[src/rtl/ply_unit.sv]
// Square-wave note player behind a single PLY command: plays a tone of a given
// half-period, volume and tick-length, then pulses done for one cycle.
module ply_unit #(
  parameter int DATA_W   = 16,
  parameter int TICK_DIV = 1000,
  parameter int VOL_W    = 8
) (
  input  logic              clk,
  input  logic              rst_n,
  input  logic              ply_valid,
  output logic              ply_ready,
  input  logic [DATA_W-1:0] ply_period,
  input  logic [DATA_W-1:0] ply_duration,
  input  logic [VOL_W-1:0]  ply_volume,
  input  logic              ply_abort,
  output logic [VOL_W-1:0]  audio_out,
  output logic              busy,
  output logic              done,
  output logic [1:0]        o_dbg_state
);

  localparam int PRE_W = (TICK_DIV > 1) ? $clog2(TICK_DIV) : 1;

  typedef enum logic [1:0] {
    S_IDLE = 2'd0,
    S_PLAY = 2'd1,
    S_DONE = 2'd2
  } state_t;

  state_t             r_state;
  state_t             w_next_state;
  logic [DATA_W-1:0]  r_period;
  logic [DATA_W-1:0]  r_dur;
  logic [VOL_W-1:0]   r_vol;
  logic [DATA_W-1:0]  r_phase_cnt;
  logic               r_phase;
  logic [PRE_W-1:0]   r_presc;
  logic               w_handshake;
  logic               w_tick_wrap;

  // Handshake: a command is taken on a rising edge where ply_valid and
  // ply_ready are both 1; ready is only offered in IDLE and never during reset.
  assign ply_ready   = (r_state == S_IDLE) && rst_n;
  assign w_handshake = ply_valid && ply_ready;
  assign w_tick_wrap = (r_presc == PRE_W'(TICK_DIV - 1));

  assign busy        = (r_state != S_IDLE);
  assign done        = (r_state == S_DONE);
  assign audio_out   = ((r_state == S_PLAY) && r_phase && (r_period != '0)) ? r_vol : '0;
  assign o_dbg_state = r_state;

  always_ff @(posedge clk or negedge rst_n) begin
    if (!rst_n) begin
      r_state <= S_IDLE;
    end else begin
      r_state <= w_next_state;
    end
  end

  always_comb begin
    w_next_state = r_state;
    case (r_state)
      S_IDLE: begin
        if (w_handshake) begin
          w_next_state = (ply_duration != '0) ? S_PLAY : S_DONE;
        end
      end
      S_PLAY: begin
        // Abort takes priority over a coincident final tick.
        if (ply_abort) begin
          w_next_state = S_IDLE;
        end else if (w_tick_wrap && (r_dur == DATA_W'(1))) begin
          w_next_state = S_DONE;
        end
      end
      S_DONE:  w_next_state = S_IDLE;
      default: w_next_state = S_IDLE;
    endcase
  end

  always_ff @(posedge clk or negedge rst_n) begin
    if (!rst_n) begin
      r_period    <= '0;
      r_dur       <= '0;
      r_vol       <= '0;
      r_phase_cnt <= '0;
      r_phase     <= 1'b0;
      r_presc     <= '0;
    end else if (w_handshake) begin
      r_period    <= ply_period;
      r_dur       <= ply_duration;
      r_vol       <= ply_volume;
      r_phase_cnt <= '0;
      r_phase     <= 1'b1;
      r_presc     <= '0;
    end else if (r_state == S_PLAY) begin
      // A rest (period 0) holds the phase counter; audio is muted anyway.
      if (r_period != '0) begin
        if (r_phase_cnt == r_period - 1'b1) begin
          r_phase_cnt <= '0;
          r_phase     <= ~r_phase;
        end else begin
          r_phase_cnt <= r_phase_cnt + 1'b1;
        end
      end
      if (w_tick_wrap) begin
        r_presc <= '0;
        r_dur   <= r_dur - 1'b1;
      end else begin
        r_presc <= r_presc + 1'b1;
      end
    end else begin
      r_phase_cnt <= '0;
      r_phase     <= 1'b0;
      r_presc     <= '0;
      r_dur       <= '0;
    end
  end

endmodule

[config.mk]
export PLATFORM = sky130hd
export DESIGN_NAME = ply_unit
export DESIGN_NICKNAME = d
export VERILOG_FILES = /design/src/rtl/ply_unit.sv
export SDC_FILE = /design/constraint.sdc
export NUM_CORES = 1
export LEC_CHECK = 0
export BUFFER_PORTS_ARGS = -buffer_cell sky130_fd_sc_hd__buf_2
export CAP_MARGIN = 20
export CORE_ASPECT_RATIO = 0.6
export CORE_MARGIN = 1.5
export CORE_UTILIZATION = 45
export DETAILED_ROUTE_END_ITERATION = 6
export SYNTH_ARGS = -nofsm -noshare
export SYNTH_HDL_FRONTEND = slang
export SYNTH_SLANG_ARGS = --single-unit
[constraint.sdc]
create_clock -name clk -period 4 [get_ports clk]
set_input_delay 0.6 -clock clk [delete_from_list [all_inputs] [get_ports clk]]
set_output_delay 0.6 -clock clk [all_outputs]
set_load 0.005 [all_outputs]
# Yosys cells after proc, flatten, opt, wreduce, memory -nomap -nowiden
# Cells that the tools add are included.
classes:
  n_reduce_logical: 11
  addsub: 4
  n_bitwise: 1
  eq_ne: 10
  n_mux: 20
op_table:
  columns: ["cell", "count"]
  rows:
  - ["16-bit 2-to-1 mux", 7]
  - ["16-bit nonzero test", 2]
  - ["16-bit by 1-bit subtractor with 16-bit output (second input constant)", 2]
  - ["10-bit 2-to-1 mux", 3]
  - ["16-bit by 1-bit adder with 16-bit output (second input constant)", 1]
  - ["16-bit by 1-bit equality test with 1-bit output (second input constant)", 1]
  - ["16-bit equality test", 1]
  - ["10-bit by 1-bit adder with 10-bit output (second input constant)", 1]
  - ["10-bit equality test (second input constant)", 1]
  - ["2-bit 2-to-1 mux", 4]
  - ["8-bit 2-to-1 mux", 1]
  - ["3-bit by 2-bit != test with 1-bit output (second input constant)", 2]
  - ["3-bit != test (second input constant)", 2]
  - ["1-bit logical AND", 5]
  - ["1-bit 2-to-1 mux", 4]
  - ["2-bit case mux with 2 select lines", 1]
  - ["2-bit AND reduction", 2]
  - ["2-bit by 1-bit equality test with 1-bit output (second input constant)", 1]
  - ["2-bit equality test (second input constant)", 1]
  - ["2-bit zero test", 1]
  - ["2-bit != test (second input constant)", 1]
  - ["2-bit nonzero test", 1]
  - ["1-bit inverter", 1]
word_totals:
  wordCells: 53
  input_bits: 44
  register_bits: 69

# Longest topological paths before layout
# Gate-level depths: netlist (run 1).
depth:
  word_depth: 6
  depth_mapped: 11

# Least setup slack after synthesis (run 1)
# No wires, ideal clock.
synth_timing:
  path_type: "register -> register"
  startpoint: "register r_period[0]"
  endpoint: "register r_phase_cnt[6]"
  required_time_ps: 3881
  stages_incl_launch_ff: 12
  path_buffers: 2
  setup_slack_ps: 1293
  arrival_ps: 2588
  setup_time_ps: 119
  cell_sequence: "dfrtp_1 inv_1 ha_1 buf_2 nor4b_4 nand2_1 or4b_1 a22oi_4 o2111ai_4 o31ai_4 buf_6 nor2_2"
synth_between:
  elab_chain_len: 6
synth_rtl:
  columns: ["item", "line_no", "text"]
  rows:
  - ["start, declared", "32", "logic [DATA_W-1:0] r_period;"]
  - ["start signal, assigned", "90", "r_period <= ply_period;"]
  - ["16-bit by 1-bit subtractor with 16-bit output", "99", "if (r_phase_cnt == r_period - 1'b1) begin"]
  - ["16-bit equality test", "99", null]
  - ["16-bit 2-to-1 mux", "99", null]
  - ["16-bit 2-to-1 mux", "98", "if (r_period != '0) begin"]
  - ["16-bit 2-to-1 mux", "96", "end else if (r_state == S_PLAY) begin"]
  - ["16-bit 2-to-1 mux", "89", "end else if (w_handshake) begin"]
  - ["end signal, assigned", "103", "r_phase_cnt <= r_phase_cnt + 1'b1;"]
  - ["end, declared", "35", "logic [DATA_W-1:0] r_phase_cnt;"]
# Several ways; a longest one is shown, not always the timed one. The select of a mux whose other input is x is not followed.
# A chain may end at the register's enable or synchronous reset.

# Worst setup path in the final report (run 1)
layout_timing:
  startpoint: "register r_period[0]"
  endpoint: "register r_phase_cnt[3]"
# The elaborated chain is that of the path after synthesis.

==> run summary, run 1 <==
Layout
* nand2_1 — commonest non-fill, non-tap cell in the layout
* 0.1932 — layout cells sized above 1
* 15.69% — area growth from synthesis to layout
* nand2_1 (79), dfrtp_1 (69), buf_2 (56) — top library cells by usage in the layout, fill and taps aside
* 578 — NumNets Final
* 0 — diode count
* 645 — Cell Count, Final, Fillers Out

Power
* 496.7 nW/um^2 — power density over cell area
* 0.0008275 W — net switching power
* 0.272 — fraction of power consumed by combinational cells
* 0.1933 mV — IR Drop Worst-Case VDD
* 0.392 — sequential power share
* 0.336 — clock share of power
* 2.145 nW — leakage
* 0.001569 W — Int Pwr
* 0.3453 — sw frac

Placement
* 56 — Port Buf Inserts
* 7597 um — post-DP HPWL
* 630 — instance count after placement with tap cells included
* 0.8634 — final estimated routing congestion in global placement

Synthesis
* 479 — Syn Inst Count
* 0 — number of flops mapped to enable cells by yosys
* dfrtp_1 — top flip-flop cell by instance count after synthesis
* 0 — Yosys warning total
* 69 — number of flip-flops and latches in the synthesized netlist
* 1.000 — fraction of synthesis flops using an asynchronous set or reset pin
* 8.706 um^2 — mean cell area of the mapped netlist
* dfrtp_1 — top cell type by total area after synthesis
* 528 — net count of the mapped netlist
* 4170 um^2 — Netlist Area Pre-Place
* dfrtp_1 (41%), nand2_1 (7.1%), xnor2_1 (4.4%) — leading post-synthesis cells by cell area
* 0.4140 — sequential fraction of the synthesis area
* 0.4140 — Yosys top cell area share
* 62 — number of distinct library cells after synthesis

Timing
* 0 — final count of hold timing violations
* 0.4030 — Max-Slew Margin vs Limit
* 0.2909 GHz — maximum clock frequency
* 0 — Final setup violation count
* 0 ns — Total Negative Setup Slacks
* 3.438 ns — post-route minimum period
* false — unrepaired setup endpoints after global routing
* 0 — final number of max-transition violations
* 0.006505 ns — largest clock skew in the final design
* 0.8954 ns — slew of the pin with the lowest slew margin
* 0.8595 — share of the clock period used by the worst path after layout

Global route
* 3446 — number of global-route vias before repair
* 0.2309 — total routing resource utilization after global routing
* 60 — maximum number of pins on one net before global-route repair
* 17780 um — global-route wire length before repair
* 1 — initial antenna violation count
* 0 — total grt overflow

Route
* 0 — number of nets with antenna violations after detailed routing
* 16.21 um — mean routed wirelength per cell
* 5.753 — via density per instance
* 301 — number of DRC markers after the initial detailed-route iteration
* 4 — number of detailed-route iterations in the first pass
* 3711 — total via count in the routed design
* 0 — DRC violations left
* 10450 um — sum of routed wire length over all layers

Clock network
* 0 — setup bufs post-CTS
* yes — CTS tree
* 0 — Post-CTS Hold Buffers
* 2 — maximum count of clock buffers along a single path
* 69 — clock sink total
* 9 — Num CTS Buffers
* 0 — Resized Gates After CTS
* clkbuf_16 — clock root buffer
* 3 — CTS H-Tree Depth
* 0.06 ns — clock-pin slew on the worst setup and hold paths
* 0.33 ns — source-to-sink clock delay at the later pin of the worst-skew pair

Worst setup path
* r_period[0] — origin of the worst setup path
* 13 — biggest fanout along the worst timing path
* r_period[0] — Crit Reg-Reg Startpoint
* flip-flop to flip-flop — Crit Path Class
* flip-flop — Crit. End Element
* flip-flop — startpoint class of the critical path
* 3.62 ns — data arrival time of the critical path
* 4.18 ns — required time worst endpoint

Floorplanning
* 8751 um^2 — Floorplan Core Area
* 9872 um^2 — Die ar.
* 77.57 um — chip height
* 0.4766 — Starting Density
* 26 — Rows
* 57 — count of pins on the block boundary
* 127.3 um — Chip Width

Flow run
* 0 — max-cap viol count

Worst hold path
* input port to asynchronous set/reset pin — HP Class

Run status
* finished clean — outcome

## layout make-up
type	instances	area (um^2)
clock buffers	11	252.7
well taps	112	140.1
fillers	812	3926
repair buffers	61	317.8
clock inverters	4	47.55
inverters	13	48.80
multi-input cells	375	2291
flip-flops and latches	69	1727
## layer usage
layer	vias to the layer above	wire length (um)	global-route usage
li1	1787	-	-
met1	1754	5442	0.3691
met2	154	3943	0.2886
met3	14	935	0.07034
met4	2	120	0.06477
met5	-	12	0
## worst paths after layout
check                                  endpoint  cells after the start  slack (ns)
worst max-delay path             r_phase_cnt[3]                      9        0.56
worst min-delay path                   r_vol[2]                      1        0.14
worst max register to register   r_phase_cnt[3]                      9        0.56
worst min register to register         r_vol[7]                      2        0.47
max in group asynchronous       r_phase_cnt[15]                      2        2.81
min in group clk                   r_period[15]                      3        0.45
## critical path, stage by stage, from the launching register on
cell	delay (ns)
dfrtp_1	0.43
inv_1	0.09
ha_1	0.30
nor4b_4	0.51
nand2_1	0.20
or4b_1	0.56
a22oi_4	0.20
o2111ai_4	0.18
o31ai_4	0.69
nor2_1	0.12
## kinds of logic after synthesis
logic type      Yosys count  share of synthesized area
fa+ha+maj                 5                    0.01500
flops                    69                     0.4140
simple gates            237                     0.2961
mux                       1                   0.002400
xor+xnor                 38                    0.07981
compound gates           94                     0.1545
buf+inv                  35                    0.03811
## cell usage after synthesis, types with 2 or more instances
master    count
dfrtp_1      69
ha_1          5
or2_2         2
or3_1         5
a41oi_1       2
nand2b_1      4
clkbuf_1     13
a21o_1        3
nor3_1       16
a22oi_1       7
and3_1        9
buf_6         3
buf_1         2
o311ai_0      3
nor2_2       10
nor4_1        8
a31o_2        2
nand3_1      24
nand4_1       5
nand4b_1      3
nand2_1      79
xor2_1       17
xnor2_1      21
nor2_1       37
inv_1        13
buf_2         4
a21oi_1      26
o21ai_0      26
or3_4         3
a211oi_1      3
a31oi_1       3
nor2b_1       6
or4_1         5
and2_1       10
nor4b_1       2
nor4bb_1      2
o31a_1        2
## flip-flops by register name, indices dropped and copies added, names as in the netlist
signal,count
r_period,16
r_presc,10
r_phase,1
r_vol,8
r_phase_cnt,16
o_dbg_state,2
r_dur,16
## per-stage QoR
step / setup slack, ns / total power [W] / utilization / cell area, um^2 / hold slack [ns]
finish: 0.5620 / 0.002397 / 0.5513 / 4825 / 0.1443
global route: 0.3089 / 0.002544 / 0.5513 / 4825 / 0.1611
global placement: 0.7374 / 0.001582 / 0.5170 / 4524 / 0.4507
CTS: 0.5797 / 0.002410 / 0.5513 / 4825 / 0.1382
detailed placement: 0.5902 / 0.001589 / 0.5170 / 4524 / 0.4592
floorplan: 1.293 / 0.001410 / - / 4170 / 0.3044
## power by group through the flow
stage | Clock (W) | Sequential, W | Combinational, W
global placement | 0 | 0.000943 | 0.000638
detailed placement | 0 | 0.000946 | 0.000643
CTS | 0.000826 | 0.000937 | 0.000647
floorplan | 0 | 0.000892 | 0.000519
global route | 0.000847 | 0.000959 | 0.000738
finish | 0.000805 | 0.000938 | 0.000653
No activity file was read; power rests on OpenSTA's default activity.
==> inputs of run 2 (changes only) <==
- REMOVE_ABC_BUFFERS: unset -> 1
==> run summary, run 2 (synthesis results as in run 1) <==
Worst setup path
* 8 — biggest fanout along the worst timing path
* flip-flop — startpoint class of the critical path
* 10 — worst reg-to-reg path cell count
* r_phase_cnt[15] — endpoint of the worst register-to-register path
* r_period[0] — Crit Reg-Reg Startpoint
* 0.86 ns — Register-to-Register Setup Slack
* 3.40 ns — required time worst endpoint
* flip-flop to output port — Crit Path Class
* 2.55 ns — data arrival time of the critical path
* output port — Crit. End Element

Floorplanning
* 57 — count of pins on the block boundary
* 77.57 um — chip height
* 8751 um^2 — Floorplan Core Area
* 26 — Rows
* 127.3 um — Chip Width
* 9872 um^2 — Die ar.
* 0.4766 — Starting Density

Layout
* 648 — Cell Count, Final, Fillers Out
* 15.57% — area growth from synthesis to layout
* 0.5508 — core occupancy in the finished layout
* 580 — NumNets Final
* 0.1940 — layout cells sized above 1
* nand2_1 (79), dfrtp_1 (69), buf_2 (56) — top library cells by usage in the layout, fill and taps aside
* 823 — Filler cells
* 0 — diode count
* nand2_1 — commonest non-fill, non-tap cell in the layout
* r_dur: 16 flops, r_period: 16 flops, r_phase_cnt: 16 flops — largest registers
* 4820 um^2 — area of all placed cells without fillers

Timing
* 0.3174 GHz — maximum clock frequency
* 0 ns — Total Negative Setup Slacks
* 1.036 ns — slew of the pin with the lowest slew margin
* 0 — final count of hold timing violations
* 0 — final number of max-transition violations
* 0.7877 — share of the clock period used by the worst path after layout
* 0.003479 ns — largest clock skew in the final design
* 0.8491 ns — post-route worst setup slack
* 0.3078 — Max-Slew Margin vs Limit
* 0 — Final setup violation count
* false — unrepaired setup endpoints after global routing
* 3.151 ns — post-route minimum period

Clock network
* 0 — Resized Gates After CTS
* yes — CTS tree
* 3 — CTS H-Tree Depth
* 69 — clock sink total
* 0 — setup bufs post-CTS
* 0.06 ns — clock-pin slew on the worst setup and hold paths
* 2 — maximum count of clock buffers along a single path
* 0.33 ns — source-to-sink clock delay at the later pin of the worst-skew pair
* clkbuf_16 — clock root buffer
* 0 — Post-CTS Hold Buffers
* 9 — Num CTS Buffers

Worst hold path
* input port to asynchronous set/reset pin — HP Class

Global route
* 0 — initial antenna violation count
* met1 — most crowded layer after global routing
* 0.06414 — met3 track demand over resource
* 0.2347 — total routing resource utilization after global routing
* 0.3281 — M2 GR Usage
* 0.3537 — global-route track usage on met1
* 0 — total grt overflow
* 50 — maximum number of pins on one net before global-route repair
* 18060 um — global-route wire length before repair
* 3560 — number of global-route vias before repair

Route
* 5.707 — via density per instance
* 5 — number of detailed-route iterations in the first pass
* 3698 — total via count in the routed design
* 16.57 um — mean routed wirelength per cell
* 10740 um — sum of routed wire length over all layers
* 0 — number of nets with antenna violations after detailed routing
* 0 — DRC violations left
* 354 — number of DRC markers after the initial detailed-route iteration

Placement
* 0.8833 — final estimated routing congestion in global placement
* 632 — instance count after placement with tap cells included
* 4539 um^2 — total placed instance area
* 56 — Port Buf Inserts
* 7691 um — post-DP HPWL
* 0.9366 ns — minimum setup slack after placement

Run status
* finished clean — outcome

Power
* 488.4 nW/um^2 — power density over cell area
* 0.2721 mV — IR Drop Worst-Case VDD
* 2.139 nW — leakage

Flow run
* 0 — max-cap viol count

## run 2: changes by cell type in the layout (fill, tap and decap cells not counted)
cell / change
clkinvlp_4: +1
buf_4: +2
clkinv_2: -1
clkbuf_1: +2
bufinv_16: -1
## run 2: power breakdown
part / internal (W) / leakage [nW] / switching [W]
Clock: 0.000453 / 0.132 / 0.000295
Sequential: 0.000802 / 0.912 / 0.000141
Combinational: 0.000259 / 1.09 / 0.000404
## run 2: layout make-up
type | instances | area (um^2) | area share
Inverter | 13 | 48.80 | 0.01012
Timing Repair Buffer | 63 | 332.8 | 0.06906
Clock inverter | 3 | 20.02 | 0.004154
Multi-Input combinational cell | 375 | 2291 | 0.4753
Clock buffer | 13 | 260.3 | 0.05400
Tap cell | 112 | 140.1 | 0.02908
Sequential cell | 69 | 1727 | 0.3583
## run 2: worst max path at each step
stage / from / depth (start not counted) / to / slack (ns)
after floorplan: r_period[0] / 7 / audio_out[0] / 0.48
after global placement: r_period[0] / 10 / r_phase_cnt[3] / 1.03
after detailed placement: r_period[0] / 10 / r_phase_cnt[15] / 0.94
after CTS: r_period[0] / 8 / audio_out[2] / 0.86
after global routing: r_period[0] / 10 / r_phase_cnt[3] / 0.69
final: r_period[0] / 8 / audio_out[5] / 0.85
## run 2: critical path, cell delays in order (launching register included)
cell,delay (ns)
dfrtp_1,0.42
inv_1,0.09
ha_1,0.31
nor4b_4,0.50
nand3_1,0.21
nor3_2,0.19
nor3_1,0.16
and2_1,0.21
buf_2,0.13
## run 2: per-stage QoR
stage	total power, W	hold slack [ns]
finish	0.002354	0.2671
global route	0.002504	0.2975
CTS	0.002361	0.2776
detailed placement	0.001598	0.4564
global placement	0.001589	0.4497
floorplan	0.001383	0.3044
## run 2: layer usage
metal	part of all wire	vias up	wire, um
li1	-	1790	-
met1	0.53	1769	5712
met5	0	-	0
met4	0.0087	0	93
met2	0.39	128	4203
met3	0.068	11	728
==> inputs of run 3 (changes only) <==
- clock period: 4 -> 2.9 ns (I/O delays scaled with it)
==> run summary, run 3 (synthesis results as in run 1) <==
Floorplanning
* 127.3 um — Chip Width
* 9872 um^2 — Die ar.
* 8751 um^2 — Floorplan Core Area
* 77.57 um — chip height
* 57 — count of pins on the block boundary
* 26 — Rows
* 0.4766 — Starting Density

Global route
* 0 — initial antenna violation count
* 0 — total grt overflow
* 0.2364 — total routing resource utilization after global routing
* 18300 um — global-route wire length before repair
* 3515 — number of global-route vias before repair
* 70 — maximum number of pins on one net before global-route repair

Route
* 10930 um — sum of routed wire length over all layers
* 5.813 — via density per instance
* 3790 — total via count in the routed design
* 289 — number of DRC markers after the initial detailed-route iteration
* 4 — number of detailed-route iterations in the first pass
* 0 — DRC violations left
* 0 — number of nets with antenna violations after detailed routing
* 16.76 um — mean routed wirelength per cell

Timing
* 0.9403 — share of the clock period used by the worst path after layout
* 2.727 ns — post-route minimum period
* 0.8677 ns — slew of the pin with the lowest slew margin
* 0.3667 GHz — maximum clock frequency
* false — unrepaired setup endpoints after global routing
* 0 — Final setup violation count
* 0.4194 — Max-Slew Margin vs Limit
* 0 — final count of hold timing violations
* 0 — final number of max-transition violations
* 0.007176 ns — largest clock skew in the final design

Worst setup path
* 3.13 ns — required time worst endpoint
* flip-flop — startpoint class of the critical path
* simple AND/OR/NAND/NOR gates — Worst path top cell family by delay
* 13 — biggest fanout along the worst timing path
* 2.95 ns — data arrival time of the critical path
* flip-flop to flip-flop — Crit Path Class
* dfrtp_1 — standard cell with the maximum stage delay on the critical path
* 1 — count of buffer and inverter cells on the critical path
* flip-flop — Crit. End Element
* nor4_2 > nand3_1 > or3_4 > a22oi_4 > o2111ai_4 > o31ai_4 > buf_12 > nor2_1 — Critical Path, Cell by Cell
* 0.50 ns — delay of the slowest cell on the worst path

Layout
* 0 — diode count
* 0.5656 — core occupancy in the finished layout
* 18.69% — area growth from synthesis to layout
* r_dur: 16 flops, r_period: 16 flops, r_phase_cnt: 16 flops — largest registers
* 1727 um^2 — Reg area
* 584 — NumNets Final
* 2303 um^2 — combined area of the multi-input logic cells
* 800 — Filler cells
* nand2_1 (79), dfrtp_1 (69), buf_2 (56) — top library cells by usage in the layout, fill and taps aside
* nand2_1 — commonest non-fill, non-tap cell in the layout
* 652 — Cell Count, Final, Fillers Out
* 0.2074 — layout cells sized above 1

Clock network
* 2 — maximum count of clock buffers along a single path
* 0 — setup bufs post-CTS
* 0.34 ns — source-to-sink clock delay at the later pin of the worst-skew pair
* 9 — Num CTS Buffers
* 0.06 ns — clock-pin slew on the worst setup and hold paths
* clkbuf_16 — clock root buffer
* 3 — CTS H-Tree Depth
* 69 — clock sink total
* yes — CTS tree

Run status
* finished clean — outcome

Placement
* 7897 um — post-DP HPWL
* 56 — Port Buf Inserts
* 636 — instance count after placement with tap cells included
* 0.9576 — final estimated routing congestion in global placement

Power
* 719.6 nW/um^2 — power density over cell area
* 0.003562 W — sum of internal, switching and leakage power
* 2.209 nW — leakage
* 0.2962 mV — IR Drop Worst-Case VDD

Flow run
* 0 — max-cap viol count

Worst hold path
* input port to flip-flop — HP Class

==> run 3: tightest hold or removal path: cells and delay by family <==
family,cells,cell delay [ns]
buffers and inverters,1,0.07
and+or+nand+nor,2,0.08
==> run 3: final timing paths <==
| check | start | endpoint | slack (ns) | cells past startpoint |
|---|---|---|---|---|
| hold / removal | ply_volume[5] | r_vol[5] | 0.28 | 3 |
| max in group asynchronous | rst_n | r_period[15] | 1.99 | 2 |
| min in group asynchronous | rst_n | r_dur[10] | 0.33 | 2 |
| setup reg to reg | r_period[3] | r_phase_cnt[3] | 0.17 | 8 |
| hold reg to reg | r_vol[5] | r_vol[5] | 0.47 | 2 |
| setup / recovery | r_period[3] | r_phase_cnt[3] | 0.17 | 8 |
==> run 3: per-stage QoR <==
stage	setup WS, ns	hold WS, ns	instance area, um^2	TNS [ns]
floorplan	-0.4561	0.1394	4060	-4.967
global placement	0.2835	0.4492	4582	0
detailed placement	0.2349	0.4571	4582	0
CTS	0.09687	0.2778	4937	0
global route	0.02606	0.2983	4950	0
finish	0.1730	0.2830	4950	0
==> run 3: final cells by class <==
| class | instances | area share |
|---|---|---|
| Tap cell | 112 | 0.02831 |
| Sequential cell | 69 | 0.3488 |
| Clock inverter | 6 | 0.02351 |
| Timing Repair Buffer | 67 | 0.07583 |
| Inverter | 13 | 0.009858 |
| Clock buffer | 10 | 0.04828 |
| Multi-Input combinational cell | 375 | 0.4654 |
==> run 3: layer usage <==
| metal | part of all wire | global-route usage | vias up |
|---|---|---|---|
| met4 | 0.0070 | 0.04659 | 0 |
| li1 | - | - | 1803 |
| met3 | 0.075 | 0.06345 | 8 |
| met2 | 0.41 | 0.3249 | 148 |
| met1 | 0.51 | 0.3674 | 1831 |
| met5 | 0 | 0 | - |
==> run 3: what timing repair did <==
item | in CTS | in global routing
hold buffers | 0 | 0
endpoints found under the setup margin | 0 | 9
gates resized for setup | 0 | 2
hold endpoints to repair | 0 | 0
==> run 3: report_power, final <==
group	switching (W)	internal (W)
registers	0.000200	0.00111
clock network	0.000435	0.000871
logic	0.000565	0.000384
